--- src/rtl/alarm_ctrl.sv ---
// alarm_ctrl: zone synchroniser and mask, arm/exit/entry/siren sequencing FSM,
// sticky record of tripped zones and a saturating alarm event counter.
module alarm_ctrl #(
  parameter int unsigned EXIT_CYCLES  = 16,
  parameter int unsigned ENTRY_CYCLES = 16,
  parameter int unsigned SIREN_CYCLES = 64,
  parameter int unsigned CNT_W        = 8
) (
  input  logic       clk,
  input  logic       rst,
  input  logic [3:0] zone,
  input  logic [3:0] zone_mask,
  input  logic       arm,
  input  logic       disarm,
  output logic       siren,
  output logic       armed,
  output logic       beep,
  output logic [2:0] state,
  output logic [3:0] zone_mem,
  output logic [7:0] alarm_cnt
);

  localparam int unsigned ZONE_W = 4;
  localparam int unsigned EVT_W  = 8;

  typedef enum logic [2:0] {
    S_DISARMED = 3'd0,
    S_EXIT     = 3'd1,
    S_ARMED    = 3'd2,
    S_ENTRY    = 3'd3,
    S_ALARM    = 3'd4,
    S_HOLD     = 3'd5
  } state_t;

  state_t             state_q, state_d;
  logic [CNT_W-1:0]   cnt_q, cnt_d;
  logic [ZONE_W-1:0]  zone_s1, zone_s2;
  logic [ZONE_W-1:0]  hit, mem_d;
  logic [EVT_W-1:0]   alarm_cnt_d;
  logic               trip;
  logic               siren_d, armed_d, beep_d;

  assign hit   = zone_s2 & zone_mask;
  assign trip  = |hit;
  assign state = state_q;

  // Two-flop synchroniser for the asynchronous zone lines
  always_ff @(posedge clk or posedge rst) begin
    if (rst) begin
      zone_s1 <= '0;
      zone_s2 <= '0;
    end else begin
      zone_s1 <= zone;
      zone_s2 <= zone_s1;
    end
  end

  always_ff @(posedge clk or posedge rst) begin
    if (rst) begin
      state_q   <= S_DISARMED;
      cnt_q     <= '0;
      zone_mem  <= '0;
      alarm_cnt <= '0;
      siren     <= 1'b0;
      armed     <= 1'b0;
      beep      <= 1'b0;
    end else begin
      state_q   <= state_d;
      cnt_q     <= cnt_d;
      zone_mem  <= mem_d;
      alarm_cnt <= alarm_cnt_d;
      siren     <= siren_d;
      armed     <= armed_d;
      beep      <= beep_d;
    end
  end

  // Next state; output flops load the decode of the next state so they track state_q
  always_comb begin
    state_d     = state_q;
    cnt_d       = cnt_q;
    mem_d       = zone_mem;
    alarm_cnt_d = alarm_cnt;

    if (state_q inside {S_ARMED, S_ENTRY, S_ALARM, S_HOLD}) begin
      mem_d = zone_mem | hit;
    end

    if (disarm) begin
      state_d = S_DISARMED;
      cnt_d   = '0;
    end else begin
      case (state_q)
        S_DISARMED: begin
          if (arm) begin
            state_d = S_EXIT;
            cnt_d   = CNT_W'(EXIT_CYCLES - 1);
            mem_d   = '0;
          end
        end
        S_EXIT: begin
          if (cnt_q == '0) state_d = S_ARMED;
          else             cnt_d   = cnt_q - CNT_W'(1);
        end
        S_ARMED: begin
          if (trip) begin
            state_d = S_ENTRY;
            cnt_d   = CNT_W'(ENTRY_CYCLES - 1);
          end
        end
        S_ENTRY: begin
          if (cnt_q == '0) begin
            state_d = S_ALARM;
            cnt_d   = CNT_W'(SIREN_CYCLES - 1);
            if (alarm_cnt != '1) alarm_cnt_d = alarm_cnt + EVT_W'(1);
          end else begin
            cnt_d = cnt_q - CNT_W'(1);
          end
        end
        S_ALARM: begin
          if (cnt_q == '0) state_d = S_HOLD;
          else             cnt_d   = cnt_q - CNT_W'(1);
        end
        S_HOLD: begin
          if (trip) begin
            state_d = S_ALARM;
            cnt_d   = CNT_W'(SIREN_CYCLES - 1);
          end
        end
        default: begin
          state_d = S_DISARMED;
          cnt_d   = '0;
        end
      endcase
    end

    siren_d = (state_d == S_ALARM);
    armed_d = state_d inside {S_ARMED, S_ENTRY, S_ALARM, S_HOLD};
    beep_d  = state_d inside {S_EXIT, S_ENTRY};
  end

endmodule

--- config.mk ---
export PLATFORM = sky130hd
export DESIGN_NAME = alarm_ctrl
export DESIGN_NICKNAME = d
export VERILOG_FILES = /design/src/rtl/alarm_ctrl.sv
export SDC_FILE = /design/constraint.sdc
export NUM_CORES = 1
export LEC_CHECK = 0
export CORE_ASPECT_RATIO = 1.25
export CORE_MARGIN = 1.5
export CORE_UTILIZATION = 55
export CTS_BUF_LIST = sky130_fd_sc_hd__clkbuf_4
export CTS_CLUSTER_DIAMETER = 120
export DETAILED_ROUTE_END_ITERATION = 10
export GPL_TIMING_DRIVEN = 0
export PLACE_DENSITY = 0.9
export SLEW_MARGIN = 5
export SYNTH_ARGS = -nofsm -noshare
export SYNTH_HDL_FRONTEND = slang
export SYNTH_SLANG_ARGS = --single-unit
export TNS_END_PERCENT = 100
--- constraint.sdc ---
create_clock -name clk -period 2.9 [get_ports clk]
set_clock_uncertainty 0.2 [all_clocks]
set_input_delay 0.87 -clock clk [delete_from_list [all_inputs] [get_ports clk]]
set_output_delay 0.87 -clock clk [all_outputs]
set_load 0.02 [all_outputs]
# Word level (Yosys, flattened, before mapping)
# Cells that the tools add are included.
# word_totals
register_bits	34
inputBits	12
output_inout_bits	18
word_cells	57
# op_classes
n_addsub	2
eq_ne	15
muxes	19
n_bitwise	3
reduce_logical	9
# op_table
operator	n
8-bit two-way mux	6
8-bit case mux with 5 select lines	1
3-bit two-way mux	7
3-bit case mux with 6 select lines	1
4-bit two-way mux	4
3-bit by 2-bit equality test with 1-bit output (second input constant)	4
3-bit equality test (second input constant)	4
3-bit != test (second input constant)	4
8-bit by 1-bit adder with 8-bit output (second input constant)	1
8-bit logical NOT	1
8-bit != test (second input constant)	1
4-bit AND reduction	2
4-bit nonzero test	2
8-bit by 1-bit subtractor with 8-bit output (second input constant)	1
3-bit by 1-bit equality test with 1-bit output (second input constant)	2
4-bit bitwise AND	1
4-bit bitwise OR	1
4-bit OR reduction	1
3-bit logical NOT	1
2-bit nonzero test	1
2-bit OR reduction	1
1-bit inverter	1

# Depth between registers and ports, before layout
# Gate-level depths: netlist (run 1).
# depth
depth_word	7
mapped_depth	7
ltp_nobuf	7

# Worst setup path before layout (run 1)
# OpenSTA, ideal clock, no wires.
# synth_timing
kind	input to register
start	input zone_mask[1]
end	register cnt_q[2]
setup_time_ns	0.122
arrival_time_ns	1.909
required_ns	2.578
slack_ns	0.670
stages	5
n_path_buf	0
cell_sequence	a22oi_1 and3_1 o211ai_1 o211ai_1 a32o_1
# synth_via
elab_chain_len	4
# synth_lines
element	line	source
start: declaration	12	input logic [3:0] zone_mask,
4-bit bitwise AND (*)	43	assign hit = zone_s2 & zone_mask;
4-bit OR reduction (*)	44	assign trip = |hit;
3-bit != test (no source line)	-	
4-bit AND reduction (no source line) (*)	-	
end signal: assignment	69	cnt_q <= cnt_d;
end: declaration	36	logic [CNT_W-1:0] cnt_q, cnt_d;
# Mark *: on every way between the ends. The rest lies on a longest branch, timed or not.
# A chain may end at the register's enable or synchronous reset.

# Final worst setup path (run 1)
# layout_timing
start	input zone_mask[0]
end	register cnt_q[2]
# The elaborated chain is that of the path after synthesis.

==> out/qor.csv, run 1 <==
stage;metric;value;unit
worst_setup_path;list of cells traversed by the critical path;clkdlybuf4s50_1 -> a22oi_1 -> and3_1 -> o211ai_1 -> o211ai_1 -> a32o_1;
clock_tree;clock insertion delay at the later pin of the skew report;0.34;ns
yosys;share of synthesized registers carrying an async set or reset;100;%
clock_tree;setup fix buffers added after clock tree synthesis;0;
power;share of total power in the clock network;14.1;%
place;estimated wirelength of the detail-placed design;3030;um
place;Setup WS pre-CTS;-0.0247;ns
worst_setup_path;maximum fanout encountered on the critical timing path;6;
global_routing;global route overflow;0;
global_routing;Overall Global Routing Usage;27.0;%
yosys;syn_nets;195;
global_routing;largest net degree at the start of global routing;35;
route;mean number of vias per cell;6.33;
layout;core occupancy in the finished layout;69.1;%
die;initial cell density of the core;56.9;%
power;Internal Pwr Total;1.07;mW
sta;Relative slew margins;54.0;%
yosys;area fraction of the dominant cell type after synthesis;47.3;%
yosys;post-synthesis cell area;1800;sq um
yosys;flops & latches, synth;34;
layout;storage element area;851;sq um
worst_setup_path;CP required;2.93;ns
yosys;synthesized area per cell;9.95;sq um
power;part of the total power dissipated in combinational logic;49.9;%
clock_tree;CTS buffer count;5;
yosys;most instantiated library cell after synthesis;sky130_fd_sc_hd__dfrtp_1;
power;fraction of power spent switching nets;43.6;%
yosys;synth top area cells;sky130_fd_sc_hd__dfrtp_1, sky130_fd_sc_hd__xnor2_1, sky130_fd_sc_hd__nor2_1, sky130_fd_sc_hd__a21oi_1, sky130_fd_sc_hd__o21ai_0;
global_routing;vias in the first global route;1560;
die;width of the chip;54.2;um
die;Site Rows;23;
clock_tree;count of hold buffers inserted by post-cts repair;0;
yosys;top cells by instance count after synthesis;sky130_fd_sc_hd__dfrtp_1, sky130_fd_sc_hd__nor2_1, sky130_fd_sc_hd__nand2_1;
route;total wire length;4370;um
layout;total non-filler cell area in the finished layout;2190;sq um
route;per-cell routed wire length;17.2;um
clock_tree;number of gates given a new drive strength after cts;0;
layout;Multi-input gate area;886;sq um
clock_tree;H-tree levels;2;
global_routing;global-route wire length before repair;7060;um
clock_tree;CTS sink count;34;
layout;fill cell total of the finished layout;250;
worst_setup_path;Worst setup SP type;input port;
yosys;number of warnings printed during yosys synthesis;0;
clock_tree;buffer depth of the longest clock path;2;
route;detailed router's first-iteration violation count;67;
clock_tree;clock slew at reported path FFs;0.10;ns
yosys;number of enable flip-flop cells after synthesis;0;
layout;number of inserted diodes;0;
sta;unrepaired setup endpoints after global routing;no;
worst_setup_path;Slowest Stage Delay on Critical Path;0.50;ns
worst_setup_path;Critical Path AT;2.69;ns
route;final routed DRC violation total;0;
route;routed vias;1607;
job;count of maximum capacitance violations;0;
sta;Slew @ Worst Pin;0.689;ns
worst_setup_path;CP most frequent cell;sky130_fd_sc_hd__o211ai_1;
power;net switching component of the power;0.832;mW
sta;total negative slack;0;ns
sta;Period minus WS final;2.66;ns
sta;post-route clock period utilization;91.7;%
global_routing;antenna violations before repair;0;
min_path;Hold Path Class;flip-flop to flip-flop;
route;detailed-routing iteration count for the pre-antenna-repair pass;4;
die;Die Area;3630;sq um
die;placeable core region;3170;sq um
sta;number of failing hold endpoints at the final stage;0;
die;die height;67.0;um
yosys;biggest area consumer among synthesized cells;sky130_fd_sc_hd__dfrtp_1;
clock_tree;Root Buffer;sky130_fd_sc_hd__clkbuf_4;
layout;fraction of final layout cells sized beyond drive strength 1;9.22;%
layout;P&R area growth vs syn;21.4;%
power;share of total power in sequential cells;36.0;%
sta;Max Freq;0.376;GHz
worst_setup_path;Crit Path Category;input port to flip-flop;
clock_tree;CTS tree;done;
layout;number of nets at the end of the flow;230;
yosys;post-synth cell types;45;
route;Final ANT Viol Nets;0;
power;VDD IR max;0.494;mV
die;number of top-level design ports;30;
power;total power per unit cell area;872;nW/um^2
worst_setup_path;critical path capture point type;flip-flop;
yosys;Mapped Cells;181;
place;final weighted congestion in routability-driven placement;0.928;
place;buffers added on ports;28;
sta;final setup margin;0.240;ns
yosys;share of the yosys chip area belonging to registers;47.3;%
yosys;Most used DFF post-synth;sky130_fd_sc_hd__dfrtp_1;
place;DP Area;2130;sq um
sta;Max Slew Vio Count;0;
worst_setup_path;crit path max-delay cell type;sky130_fd_sc_hd__clkdlybuf4s50_1;
sta;setup-violating endpoint count in the final report;0;
power;leakage power summed over all cells;0.911;nW
outcome;outcome;finished clean;
==> worst max-delay path, delay by kind of cell <==
kind,cells,cell delay (ns)
simple gates,1,0.24
buf+inv,1,0.50
compound gates,4,1.09
==> sequential cells by signal (all words and copies together), names as in the netlist <==
register	count
beep	1
zone_s1	4
zone_s2	4
siren	1
alarm_cnt	8
cnt_q	8
armed	1
state	3
zone_mem	4
==> power by group through the flow <==
stage	Clock [mW]	Combinational (mW)	Sequential, mW
final	0.268	0.950	0.687
after global routing	0.297	1.03	0.702
after floorplan	0	0.603	0.732
after CTS	0.272	0.936	0.685
after detailed placement	0	0.930	0.693
after global placement	0	0.912	0.686
==> final timing paths <==
check	from	endpoint	slack [ns]	depth (start not counted)
worst min register to register	zone_s1[2]$_DFF_PP0_	zone_s2[2]$_DFF_PP0_	0.16	0
worst min-delay path	zone_s1[2]$_DFF_PP0_	zone_s2[2]$_DFF_PP0_	0.16	0
min in group asynchronous	rst	alarm_cnt[2]$_DFFE_PP0P_	0.77	2
max in group asynchronous	rst	cnt_q[6]$_DFFE_PP0P_	1.28	2
worst max-delay path	zone_mask[0]	cnt_q[2]$_DFFE_PP0P_	0.24	6
worst max register to register	cnt_q[0]$_DFFE_PP0P_	cnt_q[3]$_DFFE_PP0P_	0.45	7
==> routing by layer <==
| layer | vias to the layer above | global-route usage, % | wire length [um] |
|---|---|---|---|
| met4 | 0 | 14.7 | 76 |
| met5 | - | 0 | 0 |
| met2 | 84 | 43.7 | 2290 |
| li1 | 745 | - | - |
| met3 | 11 | 6.05 | 281 |
| met1 | 767 | 32.4 | 1710 |
==> stage by stage <==
stage / hold slack, ns / instances / power [mW]
finish: 0.160 / 254 / 1.91
global route: 0.169 / 254 / 2.03
floorplan: 0.131 / 181 / 1.34
global placement: 0.133 / 246 / 1.60
detailed placement: 0.140 / 246 / 1.62
CTS: 0.165 / 254 / 1.89
==> kinds of logic after synthesis <==
kind of cell / after synthesis / synth area share (%)
AND/OR/NAND/NOR: 63 / 19.6
adder cells (fa/ha/maj): 2 / 1.39
XOR/XNOR: 10 / 4.86
AO/OA/AOI/OAI: 55 / 22.7
buffers and inverters: 16 / 3.54
multiplexers: 1 / 0.625
flip-flops: 34 / 47.3
==> cell type report <==
cell class / instances / area share, %
multi-input cells: 131 / 40.5
flip-flops and latches: 34 / 38.9
repair buffers: 28 / 12.8
well taps: 37 / 2.12
clock buffers: 6 / 2.06
inverters: 9 / 1.55
plain buffers: 7 / 1.37
clock inverters: 2 / 0.630
==> cells in the final DEF, fill, tap and decap left out, types with 2 or more instances in the layout <==
master / count
sky130_fd_sc_hd__dfrtp_1: 34
sky130_fd_sc_hd__clkdlybuf4s50_1: 28
sky130_fd_sc_hd__nor2_1: 15
sky130_fd_sc_hd__nand2_1: 12
sky130_fd_sc_hd__o21ai_0: 9
sky130_fd_sc_hd__a21oi_1: 9
sky130_fd_sc_hd__inv_1: 8
sky130_fd_sc_hd__xnor2_1: 8
sky130_fd_sc_hd__a31oi_1: 7
sky130_fd_sc_hd__nand4_1: 7
sky130_fd_sc_hd__nor3_1: 7
sky130_fd_sc_hd__o211ai_1: 6
sky130_fd_sc_hd__clkbuf_4: 6
sky130_fd_sc_hd__and3_1: 5
sky130_fd_sc_hd__nand2b_1: 4
sky130_fd_sc_hd__buf_2: 3
sky130_fd_sc_hd__a22oi_1: 3
sky130_fd_sc_hd__nor2b_1: 3
sky130_fd_sc_hd__clkbuf_1: 3
sky130_fd_sc_hd__or3_1: 3
sky130_fd_sc_hd__o31ai_1: 3
sky130_fd_sc_hd__o2111ai_1: 2
sky130_fd_sc_hd__o21a_1: 2
sky130_fd_sc_hd__a211oi_1: 2
sky130_fd_sc_hd__xor2_1: 2
sky130_fd_sc_hd__ha_1: 2
(Power assumes the default switching activity.)
==> run 2, diff against run 1 <==
--- a/config.mk
+++ b/config.mk
@@ -12,7 +12,7 @@
 export CTS_CLUSTER_DIAMETER = 120
 export DETAILED_ROUTE_END_ITERATION = 10
 export GPL_TIMING_DRIVEN = 0
-export PLACE_DENSITY = 0.9
+export PLACE_DENSITY = 0.81
 export SLEW_MARGIN = 5
 export SYNTH_ARGS = -nofsm -noshare
 export SYNTH_HDL_FRONTEND = slang
==> out/qor.csv, run 2 (synthesis results as in run 1) <==
stage;metric;value;unit
outcome;outcome;finished clean;
min_path;Hold Path Class;flip-flop to flip-flop;
worst_setup_path;worst path bufs/invs;1;
clock_tree;CTS buffer count;5;
sta;Relative slew margins;53.5;%
sta;Period minus WS final;2.71;ns
route;mean number of vias per cell;6.23;
worst_setup_path;Crit Path Category;input port to flip-flop;
route;routed vias;1582;
worst_setup_path;cell family contributing the most delay on the critical path;compound AO/OA/AOI/OAI gates;
die;initial cell density of the core;56.9;%
route;final routed DRC violation total;0;
worst_setup_path;Slowest Stage Delay on Critical Path;0.54;ns
layout;commonest cells after routing, fill and taps aside;sky130_fd_sc_hd__dfrtp_1, sky130_fd_sc_hd__clkdlybuf4s50_1, sky130_fd_sc_hd__nor2_1;
die;Die Area;3630;sq um
place;Inst Count DP;246;
worst_setup_path;critical path capture point type;flip-flop;
sta;Slew @ Worst Pin;0.697;ns
worst_setup_path;count of cell instances traversed by the critical path;6;
layout;number of inserted diodes;0;
die;placeable core region;3170;sq um
clock_tree;CTS sink count;34;
place;estimated wirelength of the detail-placed design;3300;um
place;final weighted congestion in routability-driven placement;0.903;
clock_tree;number of gates given a new drive strength after cts;0;
global_routing;layer with the highest usage after global routing;met2;
sta;setup-violating endpoint count in the final report;0;
die;width of the chip;54.2;um
layout;storage element area;851;sq um
sta;Max Freq;0.368;GHz
power;VDD IR max;0.537;mV
sta;number of failing hold endpoints at the final stage;0;
clock_tree;clock slew at reported path FFs;0.11;ns
layout;Multi-input gate area;886;sq um
sta;unrepaired setup endpoints after global routing;no;
worst_setup_path;crit path max-delay cell type;sky130_fd_sc_hd__o211ai_1;
clock_tree;buffer depth of the longest clock path;2;
global_routing;global-route wire length before repair;7640;um
global_routing;fraction of met2 tracks used by global routing;48.9;%
route;detailed-routing iteration count for the pre-antenna-repair pass;5;
layout;P&R area growth vs syn;21.3;%
clock_tree;H-tree levels;2;
worst_setup_path;CP required;2.94;ns
global_routing;Overall Global Routing Usage;29.2;%
worst_setup_path;worst reg-to-reg path cell count;7;
min_path;hold path depth;0;
sta;worst hold slack after final layout;0.163;ns
route;per-cell routed wire length;17.9;um
layout;fraction of final layout cells sized beyond drive strength 1;8.76;%
place;buffers added on ports;28;
die;number of top-level design ports;30;
power;total power per unit cell area;879;nW/um^2
die;Site Rows;23;
sta;post-route clock period utilization;93.6;%
global_routing;largest net degree at the start of global routing;35;
sta;total negative slack;0;ns
layout;number of nets at the end of the flow;230;
route;detailed router's first-iteration violation count;103;
layout;most frequent standard cell in the layout excluding fill and tap cells;sky130_fd_sc_hd__dfrtp_1;
layout;largest registers in the final layout;alarm_cnt x8, cnt_q x8;
worst_setup_path;Worst setup SP type;input port;
clock_tree;CTS tree;done;
sta;Max Slew Vio Count;0;
global_routing;met1 Usage GRT;34.1;%
clock_tree;Root Buffer;sky130_fd_sc_hd__clkbuf_4;
route;Final ANT Viol Nets;0;
worst_setup_path;Critical Path AT;2.76;ns
worst_setup_path;CP most frequent cell;sky130_fd_sc_hd__o211ai_1;
global_routing;global routing met3 resource utilization;5.61;%
job;count of maximum capacitance violations;0;
power;leakage power summed over all cells;0.905;nW
clock_tree;clock insertion delay at the later pin of the skew report;0.34;ns
worst_setup_path;maximum fanout encountered on the critical timing path;6;
layout;Layout Cells excl Fill;254;
clock_tree;setup fix buffers added after clock tree synthesis;0;
die;die height;67.0;um
layout;fill cell total of the finished layout;273;
global_routing;vias in the first global route;1616;
global_routing;antenna violations before repair;0;
global_routing;global route overflow;0;
worst_setup_path;list of cells traversed by the critical path;clkdlybuf4s50_1 -> a22oi_1 -> and3_1 -> o211ai_1 -> o211ai_1 -> a32o_1;
route;total wire length;4540;um
clock_tree;count of hold buffers inserted by post-cts repair;0;
## run 2: area by class of cell
| type | count | share of cell area (%) |
|---|---|---|
| clock buffers | 5 | 1.72 |
| inverters | 9 | 1.55 |
| clock inverters | 3 | 0.916 |
| multi-input cells | 131 | 40.5 |
| flip-flops and latches | 34 | 38.9 |
| well taps | 37 | 2.12 |
| plain buffers | 7 | 1.37 |
| repair buffers | 28 | 12.8 |
## run 2: per-stage QoR
| step | utilization [%] | worst slack, ns | instance area (sq um) | power [mW] |
|---|---|---|---|---|
| global placement | 67.2 | -0.0498 | 2130 | 1.60 |
| global route | 69.0 | 0.134 | 2180 | 2.04 |
| detailed placement | 67.2 | -0.0739 | 2130 | 1.63 |
| floorplan | - | 0.670 | 1800 | 1.34 |
| finish | 69.0 | 0.186 | 2180 | 1.92 |
| CTS | 69.0 | 0.274 | 2180 | 1.90 |
## run 2: per-layer routing
layer	routed length, um	vias to the layer above
li1	-	743
met3	249	13
met5	0	-
met4	106	0
met2	2360	76
met1	1820	750
## run 2: path summary, 6_finish.rpt
kind / endpoint / from / slack (ns)
min in group asynchronous: alarm_cnt[7]$_DFFE_PP0P_ / rst / 0.74
max in group asynchronous: zone_s2[2]$_DFF_PP0_ / rst / 1.31
max reg2reg: cnt_q[3]$_DFFE_PP0P_ / cnt_q[0]$_DFFE_PP0P_ / 0.40
min: zone_s2[3]$_DFF_PP0_ / zone_s1[3]$_DFF_PP0_ / 0.16
max: cnt_q[2]$_DFFE_PP0P_ / zone_mask[1] / 0.19
min reg2reg: zone_s2[3]$_DFF_PP0_ / zone_s1[3]$_DFF_PP0_ / 0.16
## run 2: power breakdown
part,internal (mW),total [mW],switching (mW),leakage [nW]
Sequential,0.571,0.689,0.119,0.444
Clock,0.0945,0.267,0.173,0.0292
Combinational,0.399,0.963,0.564,0.431
## run 2: worst reg2reg max path, cell delays in order (launching register included)
cell	delay (ns)
sky130_fd_sc_hd__dfrtp_1	0.45
sky130_fd_sc_hd__inv_1	0.08
sky130_fd_sc_hd__ha_1	0.22
sky130_fd_sc_hd__or4b_4	0.52
sky130_fd_sc_hd__nor3_1	0.43
sky130_fd_sc_hd__o21ai_0	0.17
sky130_fd_sc_hd__o211ai_1	0.15
sky130_fd_sc_hd__o21ai_0	0.16
